==> src/rtl/shift_frame_ctrl.sv <==
// Frame sequencer: loads one WIDTH-bit word per tx handshake, shifts MSB-first, one bit every DIV clocks.
// Frame latency WIDTH*DIV clocks from accept to rx_valid; tx_ready only in IDLE, rx_valid has no backpressure.
module shift_frame_ctrl #(
    parameter int WIDTH = 8,
    parameter int DIV   = 4
) (
    input  logic             clk,
    input  logic             reset,
    input  logic [WIDTH-1:0] tx_data,
    input  logic             tx_valid,
    output logic             tx_ready,
    input  logic             abort,
    input  logic             serial_in,
    output logic             serial_out,
    output logic             shift_strobe,
    output logic             busy,
    output logic [WIDTH-1:0] rx_data,
    output logic             rx_valid
);

    localparam int DCW = $clog2(DIV) + 1;
    localparam int BCW = $clog2(WIDTH) + 1;
    localparam logic [DCW-1:0] DIV_LAST = DCW'(DIV - 1);
    localparam logic [BCW-1:0] BIT_LAST = BCW'(WIDTH - 1);

    typedef enum logic {IDLE, SHIFT} state_t;

    state_t           state, state_nxt;
    logic [WIDTH-1:0] shreg;
    logic [WIDTH-1:0] shifted;
    logic [DCW-1:0]   div_cnt;
    logic [BCW-1:0]   bit_cnt;
    logic             accept;
    logic             last_shift;

    assign shifted    = {shreg[WIDTH-2:0], serial_in};
    assign serial_out = shreg[WIDTH-1];

    always_ff @(posedge clk or negedge reset) begin
        if (!reset) state <= IDLE;
        else        state <= state_nxt;
    end

    always_comb begin
        state_nxt    = state;
        accept       = 1'b0;
        last_shift   = 1'b0;
        shift_strobe = 1'b0;
        tx_ready     = (state == IDLE);
        busy         = (state == SHIFT);
        case (state)
            IDLE: begin
                if (tx_valid && !abort) begin
                    accept    = 1'b1;
                    state_nxt = SHIFT;
                end
            end
            SHIFT: begin
                shift_strobe = (div_cnt == DIV_LAST);
                // abort wins over a coincident final shift
                if (abort) begin
                    state_nxt = IDLE;
                end else if (shift_strobe && bit_cnt == BIT_LAST) begin
                    last_shift = 1'b1;
                    state_nxt  = IDLE;
                end
            end
            default: state_nxt = IDLE;
        endcase
    end

    always_ff @(posedge clk or negedge reset) begin
        if (!reset) begin
            shreg    <= '0;
            div_cnt  <= '0;
            bit_cnt  <= '0;
            rx_data  <= '0;
            rx_valid <= 1'b0;
        end else begin
            rx_valid <= last_shift;
            if (last_shift) rx_data <= shifted;
            if (accept) begin
                shreg   <= tx_data;
                div_cnt <= '0;
                bit_cnt <= '0;
            end else if (state == SHIFT) begin
                if (abort) begin
                    shreg   <= '0;
                    div_cnt <= '0;
                    bit_cnt <= '0;
                end else begin
                    div_cnt <= shift_strobe ? '0 : div_cnt + DCW'(1);
                    if (shift_strobe) begin
                        shreg   <= shifted;
                        bit_cnt <= bit_cnt + BCW'(1);
                    end
                end
            end
        end
    end

endmodule

==> config.mk <==
export PLATFORM = sky130hd
export DESIGN_NAME = shift_frame_ctrl
export DESIGN_NICKNAME = d
export VERILOG_FILES = /design/src/rtl/shift_frame_ctrl.sv
export SDC_FILE = /design/constraint.sdc
export NUM_CORES = 1
export LEC_CHECK = 0
export ABC_AREA = 1
export ABC_CLOCK_PERIOD_IN_PS = 2510
export BUFFER_PORTS_ARGS = -buffer_cell sky130_fd_sc_hd__buf_2
export CAP_MARGIN = 10
export CORE_MARGIN = 2
export CORE_UTILIZATION = 40
export CTS_BUF_LIST = sky130_fd_sc_hd__clkbuf_4
export DETAILED_ROUTE_END_ITERATION = 8
export PLACE_DENSITY = 0.62
export SLEW_MARGIN = 15
export SYNTH_ARGS = -nofsm -noshare
export SYNTH_HDL_FRONTEND = slang
export SYNTH_SLANG_ARGS = --single-unit
==> constraint.sdc <==
create_clock -name clk -period 2.51 [get_ports clk]
set_input_delay 0.502 -clock clk [delete_from_list [all_inputs] [get_ports clk]]
set_output_delay 0.502 -clock clk [all_outputs]
set_load 0.02 [all_outputs]
==> metrics, run 1 <==
Initial Util 0.412; WP data arrival 1.38 ns; Core Rows 21; Combinational Power Share 0.197; HPWL after detailed placement 2.09 mm; Critical Path Sink Type output pin; clock skew 0.00263 ns; pin count of the biggest net entering global routing 26; CP max FO 5; fin cells 237; largest family of logic cells by synthesized area simple AND/OR/NAND/NOR gates; worst vdd ir 0.293 mV; ANT nets after route 0; PortBufs 25; Final Worst Setup Slack 0.623 ns; clock buffer depth 2; via count of the first global-routing pass 967; postcts setup bufs 0; outcome complete, no violations; Hold WS 0.148 ns; GRT overflow 0; Main synth FF type dfrtp_1; post-synthesis sequential area ratio 0.459; Die H 62.4 um; power per cell area 532 nW/um^2; XOR/XNOR Fraction of Synth Area 0; # placed instances 233; Seq pwr share 0.578; Clock transition at path regs 0.14 ns; internal power 0.544 mW; Post-synth EDFFs 0; initial antenna violation count 0; CTS tree done; Synth Area in Compound Gates 0.0248; H-tree depth 1; drt wl/cell 11.4 um; Ports 26; number of buffers created by CTS 3; RSZ-0062 raised after global routing no; DRT Wirelength 2.69 mm; NetSw 0.260 mW; WS Path Type flop to output pin; initial DRC count 45; Die Wd 62.4 um; yosys warns 0; Resized Gates After CTS 0; area of the multi-input gates 611 sq um; Sw Ratio 0.323; Synth Area in Simple Gates 0.405; worst slew pin tran 0.549 ns; Worst path slowest cell dfrtp_1; GP Congestion 0.878; Core ar. 3310 sq um; vias 1137; clock power share 0.225; Total Routing Usage GR 0.149; die area 3890 sq um; fin crit period 1.89 ns; static leakage 0.855 nW; dpl ws 0.806 ns; ordered cell list for the critical path ha_1 > nand2_1 > nor2_1 > buf_2; Cell Area, Placed 1490 sq um; slew margin rel. 0.634; Hold Path Class primary input to asynchronous set/reset pin; worst path required time 2.01 ns; mux share of post-synthesis cell area 0; Slew Limit Fails 0; fin area 1510 sq um; Setup TNS 0 ns; Mapped Cells 168; fin crit share 0.752; number of setup violations in the final report 0; Cell Area, Synth 1360 sq um; adder-cell share of the synthesized area 0.0184; Avg Cell Area, Syn 8.11 sq um; biggest cell delay along the critical path 0.42 ns; CP delay by family, top flip-flops; max-cap viol count 0; f_max 530 MHz; final net count 207; Critical Path Source Type flop; hold_buf cts 0; flip-flop and latch area 626 sq um; Synth cell types 22; Worst Path Buf+Inv 1; final hold vios 0; Area Growth Syn to Fin 11.0%; Residual DRC 0; ys async rst share 1.00; antenna cells 0; CTS sink count 25; Filler cells 357; via/cell ratio 4.80; Net Count, Synth 183; first-pass GRT wire length 4.57 mm; Initial DRT Pass Iterations 4; Yosys reg bits 25; clock root buffer clkbuf_4; layout cells sized above 1 0.272; Worst-Skew Late Latency 0.31 ns
per-layer routing:
metal  share of wire  GRT usage  wire length [um]
met5               0          0                 0
met4          0.0082     0.0361                22
met3           0.062     0.0290               168
met2            0.46      0.239              1240
met1            0.47      0.208              1260
flip-flops by register name, indices dropped and copies added (netlist names):
signal / cells
rx_data: 8
bit_cnt: 4
rx_valid: 1
busy: 1
shreg: 8
div_cnt: 3
worst paths after layout:
path	startpoint	endpoint	slack, ns	cells past startpoint
worst min-delay path	reset	rx_data[1]$_DFFE_PN0P_	0.15	1
worst max register to register	busy$_DFF_PN0_	shreg[7]$_DFFE_PN0P_	0.96	7
min in group clk	serial_in	rx_data[0]$_DFFE_PN0P_	0.43	3
max in group asynchronous	reset	shreg[5]$_DFFE_PN0P_	2.00	1
worst min register to register	rx_data[0]$_DFFE_PN0P_	rx_data[0]$_DFFE_PN0P_	0.48	2
worst max-delay path	div_cnt[0]$_DFFE_PN0P_	shift_strobe	0.62	4
cell families after synthesis:
logic type / count (synthesis)
AOI/OAI and AO/OA: 6
buffers and inverters: 23
DFF: 25
adders and majority gates: 2
and+or+nand+nor: 112
worst reg2reg max path: cells and delay by family (launching register included):
family	cells	cell delay (ns)
AND/OR/NAND/NOR	5	0.78
buffers and inverters	2	0.28
flip-flops	1	0.40
power by group through the flow:
stage | Sequential [mW] | Combinational, mW | Clock (mW)
6_report | 0.465 | 0.158 | 0.181
5_1_grt | 0.471 | 0.178 | 0.201
4_1_cts | 0.465 | 0.160 | 0.184
3_5_place_dp | 0.473 | 0.159 | 0
3_3_place_gp | 0.474 | 0.157 | 0
2_1_floorplan | 0.470 | 0.124 | 0
cell type report:
type	instances	area share
clock buffers	3	0.0149
clock inverters	1	0.00331
inverters	17	0.0438
multi-input cells	120	0.404
flip-flops and latches	25	0.414
well taps	46	0.0380
repair buffers	25	0.0827
cell usage after synthesis, types with 4 or more instances:
| cell | n | area share |
|---|---|---|
| o21ai_0 | 4 | 0.015 |
| nand3_1 | 13 | 0.048 |
| inv_1 | 14 | 0.039 |
| nand2_1 | 60 | 0.17 |
| nor2_1 | 11 | 0.030 |
| nand4_1 | 8 | 0.037 |
| nand2_2 | 11 | 0.051 |
| nand2_4 | 4 | 0.033 |
| dfrtp_1 | 25 | 0.46 |
through the flow:
stage          power (mW)   util
4_1_cts             0.808  0.457
2_1_floorplan       0.594      -
6_report            0.804  0.457
5_1_grt             0.850  0.457
3_5_place_dp        0.632  0.449
3_3_place_gp        0.630  0.449
cell usage in the layout, fill, tap and decap left out:
| cell type | n |
|---|---|
| ha_1 | 2 |
| nand3_4 | 1 |
| nand2_1 | 60 |
| nand3_1 | 13 |
| inv_1 | 14 |
| clkbuf_4 | 3 |
| nor2_1 | 11 |
| clkinv_2 | 1 |
| buf_2 | 25 |
| o21ai_0 | 4 |
| nand2_4 | 4 |
| o21ai_2 | 1 |
| inv_4 | 1 |
| nor2_4 | 2 |
| dfrtp_1 | 25 |
| nand2_2 | 11 |
| nand3_2 | 1 |
| nand4_1 | 8 |
| or2_1 | 1 |
| inv_2 | 2 |
| a21oi_1 | 1 |
(Power assumes the default switching activity.)
==> run 2, diff against run 1 <==
--- a/config.mk
+++ b/config.mk
@@ -6,7 +6,7 @@
 export NUM_CORES = 1
 export LEC_CHECK = 0
 export ABC_AREA = 1
-export ABC_CLOCK_PERIOD_IN_PS = 2510
+export ABC_CLOCK_PERIOD_IN_PS = 1760
 export BUFFER_PORTS_ARGS = -buffer_cell sky130_fd_sc_hd__buf_2
 export CAP_MARGIN = 10
 export CORE_MARGIN = 2
==> constraint.sdc (replaced) <==
create_clock -name clk -period 1.76 [get_ports clk]
set_input_delay 0.352 -clock clk [delete_from_list [all_inputs] [get_ports clk]]
set_output_delay 0.352 -clock clk [all_outputs]
set_load 0.02 [all_outputs]
==> metrics, run 2 (synthesis results as in run 1) <==
outcome complete, no violations; Top Registers rx_data (8), shreg (8), bit_cnt (4); HPWL after detailed placement 2.06 mm (-1.5%); fin cells 239 (+0.84%); ordered cell list for the critical path ha_1 > nand2_2 > nor2_1 > buf_2; Critical Path Source Type flop; Total Routing Usage GR 0.152 (+0.00376); RSZ-0062 raised after global routing no; Clock transition at path regs 0.14 ns (about the same); Design Power 1.16 mW (+44%); # placed instances 234 (+0.43%); clock skew 0.00621 ns (+0.00359 ns); static leakage 0.861 nW (+0.71%); Setup TNS 0 ns (unchanged); Core ar. 3310 sq um (unchanged); initial DRC count 64 (+42%); first-pass GRT wire length 4.69 mm (+2.6%); Hold Path Class primary input to flop; initial antenna violation count 0 (unchanged); clock root buffer clkbuf_4; final net count 209 (+0.97%); layout cells sized above 1 0.280 (+0.00754); Ports 26 (unchanged); Initial DRT Pass Iterations 4 (unchanged); power per cell area 753 nW/um^2 (+42%); Residual DRC 0 (unchanged); CP delay by family, top flip-flops; Core Rows 21 (unchanged); vias 1115 (-1.9%); fin crit share 0.946; antenna cells 0 (unchanged); GRT overflow 0 (unchanged); DRT Wirelength 2.74 mm (+1.7%); Area Growth Syn to Fin 12.7%; via count of the first global-routing pass 1036 (+7.1%); Worst path slowest cell dfrtp_1; Slew Limit Fails 0 (unchanged); via/cell ratio 4.67 (-2.8%); CTS sink count 25 (unchanged); R2R depth 7 (unchanged); GP Congestion 0.931 (+6.1%); clock buffer depth 2 (unchanged); Initial Util 0.412 (unchanged); PortBufs 25 (unchanged); max-cap viol count 0 (unchanged); CP max FO 5 (unchanged); WP data arrival 1.31 ns (-0.07 ns); Hold Crit Depth 3; f_max 600 MHz; commonest cells after routing, fill and taps aside nand2_1, dfrtp_1, buf_2; pin count of the biggest net entering global routing 26 (unchanged); Filler cells 352 (-1.4%); worst vdd ir 0.649 mV (+120%); fin crit period 1.67 ns; Worst path depth 4 (unchanged); most common cell after layout, fill and taps aside nand2_1; ANT nets after route 0 (unchanged); drt wl/cell 11.5 um (+0.90%); GRT busiest layer met2; WS Path Type flop to output pin; GR met1 Demand/Resource 0.213 (+0.00534); Critical Path Sink Type output pin; Die H 62.4 um (unchanged); met3 usage 0.0399 (+0.0109); worst slew pin tran 0.568 ns (+0.0189 ns); biggest cell delay along the critical path 0.42 ns (about the same); Worst-Skew Late Latency 0.32 ns (about the same); die area 3890 sq um (unchanged); CTS tree done; Die Wd 62.4 um (unchanged); Core Util, Final 0.464 (+0.00680); final hold vios 0 (unchanged); Worst Path Buf+Inv 1 (unchanged); number of setup violations in the final report 0 (unchanged); slew margin rel. 0.621 (-0.0126); number of buffers created by CTS 3 (unchanged); H-tree depth 1 (unchanged); M2 GR Usage 0.235 (-0.00408); worst path required time 1.41 ns (-0.60 ns)
==> run 2: tightest hold or removal path: cells and delay by family <==
family / cells / cell delay (ns)
buffers and inverters: 1 / 0.10
and+or+nand+nor: 2 / 0.13
==> run 2: layer usage <==
layer	wire [um]	share of wire
met5	0	0
met4	62	0.023
met3	143	0.052
met2	1260	0.46
met1	1270	0.46
==> run 2: path summary, 6_finish.rpt <==
path                                             start                      to  slack, ns
worst max-delay path            div_cnt[0]$_DFFE_PN0P_            shift_strobe       0.09
worst min-delay path                         serial_in  rx_data[0]$_DFFE_PN0P_       0.28
worst max register to register  div_cnt[0]$_DFFE_PN0P_    shreg[0]$_DFFE_PN0P_       0.34
worst min register to register  rx_data[4]$_DFFE_PN0P_  rx_data[4]$_DFFE_PN0P_       0.48
max in group asynchronous                        reset  div_cnt[1]$_DFFE_PN0P_       0.85
min in group asynchronous                        reset  rx_data[3]$_DFFE_PN0P_       0.53
==> run 2: stage by stage <==
step	hold slack (ns)	instance area, sq um	setup slack, ns
after floorplan	0.0564	1360	0.275
after global placement	0.371	1490	0.326
after detailed placement	0.379	1490	0.269
after CTS	0.260	1530	0.0155
after global routing	0.298	1540	0.0106
final	0.280	1540	0.0942
==> run 2: cell type report <==
type                            instances  area [sq um]  area share
Multi-Input combinational cell        120           613       0.399
Tap cell                               46          57.6      0.0375
Clock buffer                            3          22.5      0.0147
Timing Repair Buffer                   27           143      0.0929
Sequential cell                        25           626       0.407
Inverter                               17          66.3      0.0432
Clock inverter                          1          7.51     0.00489
==> run 2: where the power goes <==
group	leakage, nW	total [mW]	switching (mW)	internal [mW]
Combinational	0.506	0.231	0.154	0.0769
Clock	0.0139	0.263	0.176	0.0867
Sequential	0.341	0.662	0.0438	0.619
Total	0.861	1.16	0.374	0.782
==> run 2: repair_timing <==
item | 4_1_cts | 5_1_grt
hold buffers | 1 | 0
resized for setup | 0 | 1
setup buffers | 0 | 0
endpoints found under the hold margin | 15 | 0
endpoints found under the setup margin | 0 | 1
